`config.mk`:
```
export PLATFORM = sky130hd
export DESIGN_NAME = uart_rx_fifo_flat
export DESIGN_NICKNAME = d
export VERILOG_FILES = /design/src/rtl/uart_rx_fifo_if.sv /design/src/rtl/uart_rx_fifo.sv /design/src/flat_wrapper.sv
export SDC_FILE = /design/constraint.sdc
export NUM_CORES = 1
export LEC_CHECK = 0
export CAP_MARGIN = 20
export CORE_MARGIN = 8
export CORE_UTILIZATION = 64
export CTS_BUF_LIST = sky130_fd_sc_hd__clkbuf_8
export DETAILED_ROUTE_END_ITERATION = 7
export PLACE_DENSITY_LB_ADDON = 0.12
export REMOVE_ABC_BUFFERS = 1
export SLEW_MARGIN = 20
export SYNTH_ARGS = -nofsm -noshare
export SYNTH_HDL_FRONTEND = slang
export SYNTH_SLANG_ARGS = --single-unit
```
`constraint.sdc`:
```
create_clock -name clk -period 2.39 [get_ports clk]
set_input_delay 0.239 -clock clk [delete_from_list [all_inputs] [get_ports clk]]
set_output_delay 0.239 -clock clk [all_outputs]
set_load 0.03 [all_outputs]
```
`src/rtl/uart_rx_fifo_if.sv`:
```
// CPU-side bundle for the UART receiver: serial line in, FIFO head/status and
// pop/clear strobes. The peripheral uses the slave view, the CPU decoder the master view.
interface uart_rx_fifo_if #(
  parameter int FIFO_DEPTH = 16
);
  localparam int CW = $clog2(FIFO_DEPTH) + 1;

  logic          uart_rx;
  logic          rd_en;
  logic          err_clr;
  logic [7:0]    rx_data;
  logic          rx_empty;
  logic [CW-1:0] rx_count;
  logic          frame_err;
  logic          overrun;

  modport master (
    output uart_rx, rd_en, err_clr,
    input  rx_data, rx_empty, rx_count, frame_err, overrun
  );

  modport slave (
    input  uart_rx, rd_en, err_clr,
    output rx_data, rx_empty, rx_count, frame_err, overrun
  );
endinterface

```
`src/rtl/uart_rx_fifo.sv`:
```
// UART 8N1 receiver, 16x oversampled, feeding a show-ahead byte FIFO with
// sticky frame-error and overrun flags for the CPU MMIO read path.
module uart_rx_fifo #(
  parameter int CLK_FREQ   = 100000000,
  parameter int BAUD       = 9600,
  parameter int FIFO_DEPTH = 16
) (
  input  logic           clk,
  input  logic           reset,
  uart_rx_fifo_if.slave  bus
);
  localparam int OVS_RAW = CLK_FREQ / (BAUD * 16);
  localparam int OVS_DIV = (OVS_RAW < 1) ? 1 : OVS_RAW;
  localparam int DIV_W   = (OVS_DIV > 1) ? $clog2(OVS_DIV) : 1;
  localparam int AW      = $clog2(FIFO_DEPTH);
  localparam int CW      = AW + 1;

  typedef enum logic [2:0] {IDLE, START, DATA, STOP, WAIT_HIGH} state_e;

  // Reset asserts asynchronously but releases on a clock edge.
  logic [1:0] rst_sync_q;
  logic       rst_n;

  always_ff @(posedge clk or negedge reset) begin
    if (!reset) rst_sync_q <= 2'b00;
    else        rst_sync_q <= {rst_sync_q[0], 1'b1};
  end
  assign rst_n = rst_sync_q[1];

  logic [1:0]       sync_q;
  logic             rx_s;
  logic [DIV_W-1:0] div_q, div_d;
  logic             tick;
  logic             div_restart;
  state_e           state_q, state_d;
  logic [3:0]       tick_cnt_q, tick_cnt_d;
  logic [2:0]       bit_q, bit_d;
  logic [7:0]       shift_q, shift_d;
  logic             push, frame_set;

  logic [7:0]       mem_q [FIFO_DEPTH];
  logic [AW-1:0]    wr_ptr_q, rd_ptr_q;
  logic [CW-1:0]    count_q;
  logic             full, empty, pop, push_ok, overrun_set;
  logic             frame_err_q, overrun_q;

  assign rx_s = sync_q[1];
  assign tick = (div_q == DIV_W'(OVS_DIV - 1));

  // NOTE: every output of this block gets a default first, so no path leaves
  // a variable unassigned and no latch is inferred.
  always_comb begin
    state_d     = state_q;
    tick_cnt_d  = tick_cnt_q;
    bit_d       = bit_q;
    shift_d     = shift_q;
    push        = 1'b0;
    frame_set   = 1'b0;
    div_restart = 1'b0;
    unique case (state_q)
      IDLE: if (!rx_s) begin
        state_d     = START;
        tick_cnt_d  = 4'd0;
        div_restart = 1'b1;
      end
      START: if (tick) begin
        if (tick_cnt_q == 4'd7) begin
          tick_cnt_d = 4'd0;
          bit_d      = 3'd0;
          state_d    = rx_s ? IDLE : DATA;
        end else tick_cnt_d = tick_cnt_q + 4'd1;
      end
      DATA: if (tick) begin
        tick_cnt_d = tick_cnt_q + 4'd1;
        if (tick_cnt_q == 4'd15) begin
          shift_d = {rx_s, shift_q[7:1]};
          bit_d   = bit_q + 3'd1;
          if (bit_q == 3'd7) state_d = STOP;
        end
      end
      STOP: if (tick) begin
        tick_cnt_d = tick_cnt_q + 4'd1;
        if (tick_cnt_q == 4'd15) begin
          push      = rx_s;
          frame_set = !rx_s;
          state_d   = rx_s ? IDLE : WAIT_HIGH;
        end
      end
      WAIT_HIGH: if (rx_s) state_d = IDLE;
      default:   state_d = IDLE;
    endcase

    if (div_restart || tick) div_d = '0;
    else                     div_d = div_q + DIV_W'(1);
  end

  // NOTE: sequential state is written with non-blocking assignments only, so
  // every register samples the values from before the edge.
  always_ff @(posedge clk or negedge rst_n) begin
    if (!rst_n) begin
      sync_q     <= 2'b11;
      div_q      <= '0;
      state_q    <= IDLE;
      tick_cnt_q <= 4'd0;
      bit_q      <= 3'd0;
      shift_q    <= 8'h00;
    end else begin
      sync_q     <= {sync_q[0], bus.uart_rx};
      div_q      <= div_d;
      state_q    <= state_d;
      tick_cnt_q <= tick_cnt_d;
      bit_q      <= bit_d;
      shift_q    <= shift_d;
    end
  end

  assign full        = (count_q == CW'(FIFO_DEPTH));
  assign empty       = (count_q == '0);
  assign pop         = bus.rd_en && !empty;
  assign push_ok     = push && (!full || pop);
  assign overrun_set = push && full && !pop;

  // NOTE: the storage array has no reset; empty gating on rx_data keeps its
  // power-up contents invisible.
  always_ff @(posedge clk) begin
    if (push_ok) mem_q[wr_ptr_q] <= shift_q;
  end

  always_ff @(posedge clk or negedge rst_n) begin
    if (!rst_n) begin
      wr_ptr_q    <= '0;
      rd_ptr_q    <= '0;
      count_q     <= '0;
      frame_err_q <= 1'b0;
      overrun_q   <= 1'b0;
    end else begin
      if (push_ok) wr_ptr_q <= wr_ptr_q + AW'(1);
      if (pop)     rd_ptr_q <= rd_ptr_q + AW'(1);
      count_q     <= count_q + CW'(push_ok) - CW'(pop);
      // A new event in the same cycle as err_clr keeps the flag set.
      frame_err_q <= frame_set   | (frame_err_q & ~bus.err_clr);
      overrun_q   <= overrun_set | (overrun_q   & ~bus.err_clr);
    end
  end

  assign bus.rx_data   = empty ? 8'h00 : mem_q[rd_ptr_q];
  assign bus.rx_empty  = empty;
  assign bus.rx_count  = count_q;
  assign bus.frame_err = frame_err_q;
  assign bus.overrun   = overrun_q;
endmodule

```
`src/flat_wrapper.sv`:
```
// flat-port wrapper written by rule: the top's interface ports become plain ports
module uart_rx_fifo_flat 
#(
  parameter int CLK_FREQ   = 100000000,
  parameter int BAUD       = 9600,
  parameter int FIFO_DEPTH = 16
)
  (clk, reset, bus_uart_rx, bus_rd_en, bus_err_clr, bus_rx_data, bus_rx_empty, bus_rx_count, bus_frame_err, bus_overrun);
  uart_rx_fifo_if #(.FIFO_DEPTH(FIFO_DEPTH)) bus_i ();
  input  logic clk;
  input  logic reset;
  input wire logic [$bits(bus_i.uart_rx)-1:0] bus_uart_rx;
  input wire logic [$bits(bus_i.rd_en)-1:0] bus_rd_en;
  input wire logic [$bits(bus_i.err_clr)-1:0] bus_err_clr;
  output wire logic [$bits(bus_i.rx_data)-1:0] bus_rx_data;
  output wire logic [$bits(bus_i.rx_empty)-1:0] bus_rx_empty;
  output wire logic [$bits(bus_i.rx_count)-1:0] bus_rx_count;
  output wire logic [$bits(bus_i.frame_err)-1:0] bus_frame_err;
  output wire logic [$bits(bus_i.overrun)-1:0] bus_overrun;
  assign bus_i.uart_rx = bus_uart_rx;
  assign bus_i.rd_en = bus_rd_en;
  assign bus_i.err_clr = bus_err_clr;
  assign bus_rx_data = bus_i.rx_data;
  assign bus_rx_empty = bus_i.rx_empty;
  assign bus_rx_count = bus_i.rx_count;
  assign bus_frame_err = bus_i.frame_err;
  assign bus_overrun = bus_i.overrun;
  uart_rx_fifo #(.CLK_FREQ(CLK_FREQ), .BAUD(BAUD), .FIFO_DEPTH(FIFO_DEPTH)) u_core (.clk(clk), .reset(reset), .bus(bus_i));
endmodule
```
==> results.toml <==
[status]
outcome = "finished with violations"
violations = "setup timing"

[setup_path]
r2r_end = "u_core.mem_q[6][2]"
crit_required_ns = 2.15
crit_buf_inv = 5
crit_path_end_kind = "primary output"
max_stage_delay_ns = 0.40
crit_path_start_kind = "register"
path_class = "reg2out"
worst-r2r-setup-slack_ns = -0.08
r2r_start = "u_core.div_q[4]"
path_cells = "inv_2, ha_4, or3b_4, buf_4, buf_6, o21ai_4, buf_8, o22ai_1, buf_4"
worst_path_most_repeated_cell = "buf_4"
slowest_stage = "dfrtp_1"
cp_top_family = "buffers and inverters"
cp.arrival_ns = 2.25
crit_cells = 9
worstRegToRegCells = 7
critical_path_peak_fanout = 8

[synth]
synth.area.top_cells = "edfxtp_1 (53%), dfrtp_1 (15%), mux4_2 (9.8%)"
syn_avg_cell_area_sq_um = 17.1
syn_inst = 427
synth-seq-cells = 175
synth_top_area_share = 0.525
synth_flop_cell = "edfxtp_1"
syn_area_sq_um = 7320
async_reset_ff_frac = 0.269
synth_edf_count = 128
synth_cell_types = 51
seq_area_frac_synth = 0.686
yosys_warnings = 0
synth_top_area_cell = "edfxtp_1"

[pwr]
p_sw_frac = 0.281
total_leakage_power_nw = 3.73
power_density_nw_per_um2 = 882
power.total_mw = 8.05
p_sw_mw = 2.26
vdd.ir_drop.worst_mv = 0.948
pwr-share-comb = 0.275
p_seq_frac = 0.435
power.internal_mw = 5.78
power_frac_clock = 0.289

[detailed_routing]
postRouteAntennaNets = 0
drt-met1-wl_mm = 6.08
vias_per_cell = 6.15
remaining_drc_errors = 0
vias = 4173
dr.pass1.iters = 5
routed.top_layer = "met4"
route.detailed.wl_per_inst_microns = 23.0
dr_wl_met2_mm = 8.16
finalWirelength_mm = 15.6
wl_met3_microns = 896
drt_iter0_drc = 461

[finish]
drive_above_1_share = 0.393
instances_no_fill = 678
fin_area_sq_um = 9120
fin_nets = 544
antennaDiodeCount = 0
synthToLayoutAreaGrowth_pct = 24.7

[timing]
final.setup_skew_ns = 0.0141
fmax_mhz = 402
max_slew.worst_pin.slew_ns = 0.755
maxSlewViolCount = 0
hold_slack_ns = 0.206
maxSlewHeadroom = 0.497
timing.final.ws_setup_ns = -0.0981
finalHoldViolCount = 0
final.period_utilization = 1.04
rsz0062_at_grt = "true"
min_period_ns = 2.49
setup_viol = 136

[floorplan]
fp.dieArea_sq_um = 15100
io_pins = 21
die_y_microns = 123
core_area_sq_um = 11300
rows = 39
start_util = 0.649
die_w_microns = 123

[min_path]
min-delay-path-class = "in2reg"
hp-start = "bus_uart_rx"
worstHoldPathCells = 1
worst_hold_path.endpoint = "u_core.sync_q[0]"

[cts]
h-tree-depth = 4
cts.sinks = 175
insertion_delay_ns = 0.44
cts_buffers = 17
cts_tree = "done"
cts.reportedPaths.clkPinSlew_ns = 0.09
root_buffer = "clkbuf_8"
clk_path_buf_depth = 2

[global_route]
antenna_found_initial = 0
grt_max_degree = 46
grt_pass1_wl_mm = 24.4
track_usage = 0.222
grt_pass1_vias = 4314
grt-ovfl-total = 0

[placement]
dpl.cell_count = 628
dpl.hpwl_mm = 9.39
place.gp.congestion = 0.818
port_buffers = 20
place_area_sq_um = 8200
dp_slack_ns = -0.250

[job]
cap_violations = 0
how the worst max path moves through the flow:
stage / startpoint / end / slack (ns)
final: u_core.bus.rx_count[2] / bus_rx_data[4] / -0.1
after global routing: u_core.bus.rx_count[2] / u_core.bus.rx_count[4] / -0.23
after CTS: u_core.div_q[4] / u_core.bus.rx_count[4] / -0.12
after detailed placement: u_core.div_q[4] / u_core.bus.rx_count[4] / -0.25
after global placement: u_core.div_q[4] / u_core.mem_q[15][3] / -0.20
after floorplan: u_core.bus.rx_count[3] / u_core.bus.rx_count[4] / -1.24
Yosys cell counts, types with 3 or more instances:
cell type / n
mux2_4: 7
o22ai_1: 10
a22o_1: 3
inv_1: 17
nand2_1: 7
clkbuf_1: 11
nor2_1: 21
mux2i_1: 16
and2_1: 5
ha_1: 16
or3_1: 5
xnor2_1: 12
mux4_2: 32
nor4_1: 4
and3_1: 12
nand2b_1: 3
buf_1: 5
or2_2: 3
xor2_1: 7
dfrtp_1: 45
nand3_1: 8
a21oi_1: 6
mux2_2: 5
nor2b_1: 4
edfxtp_1: 128
per-stage QoR:
step                setup TNS, ns  utilization
global route               -15.40        0.809
detailed placement         -27.17        0.727
floorplan                  -47.53            -
global placement           -24.15        0.727
CTS                         -8.25        0.796
finish                      -5.17        0.809
per-layer routing:
| layer | vias to the layer above | track usage |
|---|---|---|
| li1 | 1841 | - |
| met1 | 2144 | 0.274 |
| met2 | 164 | 0.384 |
| met3 | 24 | 0.0447 |
| met4 | 0 | 0.0769 |
| met5 | - | 0 |
power groups by stage:
stage / Combinational (mW) / Clock (mW) / Sequential (mW)
after floorplan: 0.741 / 0 / 3.91
after global placement: 1.77 / 0 / 3.54
after detailed placement: 1.82 / 0 / 3.55
after CTS: 2.18 / 2.34 / 3.50
after global routing: 2.40 / 2.47 / 3.53
final: 2.21 / 2.33 / 3.50
area by class of cell:
type | count | area (sq um)
fill | 543 | 2150
multi-input combinational | 216 | 2380
tap | 143 | 179
clock inverter | 15 | 230
timing repair buffer | 95 | 1010
sequential | 175 | 5030
clock buffer | 17 | 234
inverter | 17 | 63.8
timing repair:
item / CTS / global route
hold buffers: 1 / 0
setup buffers: 9 / 9
resized for setup: 40 / 27
pin swaps: 7 / 8
setup endpoints to repair: 152 / 150
gates cloned: 1 / 0
hold endpoints to repair: 2 / 0
logic make-up after synthesis:
kind of cell             Yosys count  synth area share
other                              1          0.000513
AO/OA/AOI/OAI                     33            0.0311
XOR/XNOR                          19            0.0227
AND/OR/NAND/NOR                   86            0.0669
adder cells (fa/ha/maj)           17            0.0301
multiplexers                      60             0.142
flip-flops                       175             0.686
buffers and inverters             36            0.0198
state kept, by name (all words and copies together), names as in the netlist:
name / flops
u_core.bit_q: 3
u_core.bus.frame_err: 1
u_core.bus.overrun: 1
u_core.bus.rx_count: 5
u_core.div_q: 10
u_core.mem_q: 128
u_core.rd_ptr_q: 4
u_core.rst_sync_q: 2
u_core.shift_q: 8
u_core.state_q: 3
u_core.sync_q: 2
u_core.tick_cnt_q: 4
u_core.wr_ptr_q: 4
placed cells by master (no fill, tap or decap), drive strengths merged, types with 2 or more instances in the layout:
master,n
xor2,7
mux2,12
clkinvlp,2
or3,5
dfstp,2
a211oi,2
a21oi,6
ha,16
nor2,21
mux2i,16
edfxtp,128
a22o,3
o211ai,2
clkbuf,17
mux4,32
nor2b,4
dfrtp,45
nand2b,3
and3,12
or4,3
o22ai,10
clkdlybuf4s50,11
a21o,2
or2,3
nand2,7
o21ai,2
nand4,2
nand3,8
buf,82
or3b,2
inv,21
clkinv,4
nor3,3
xnor2,12
and2,5
bufinv,5
nor4,5
Power figures use the tool's default switching activity.
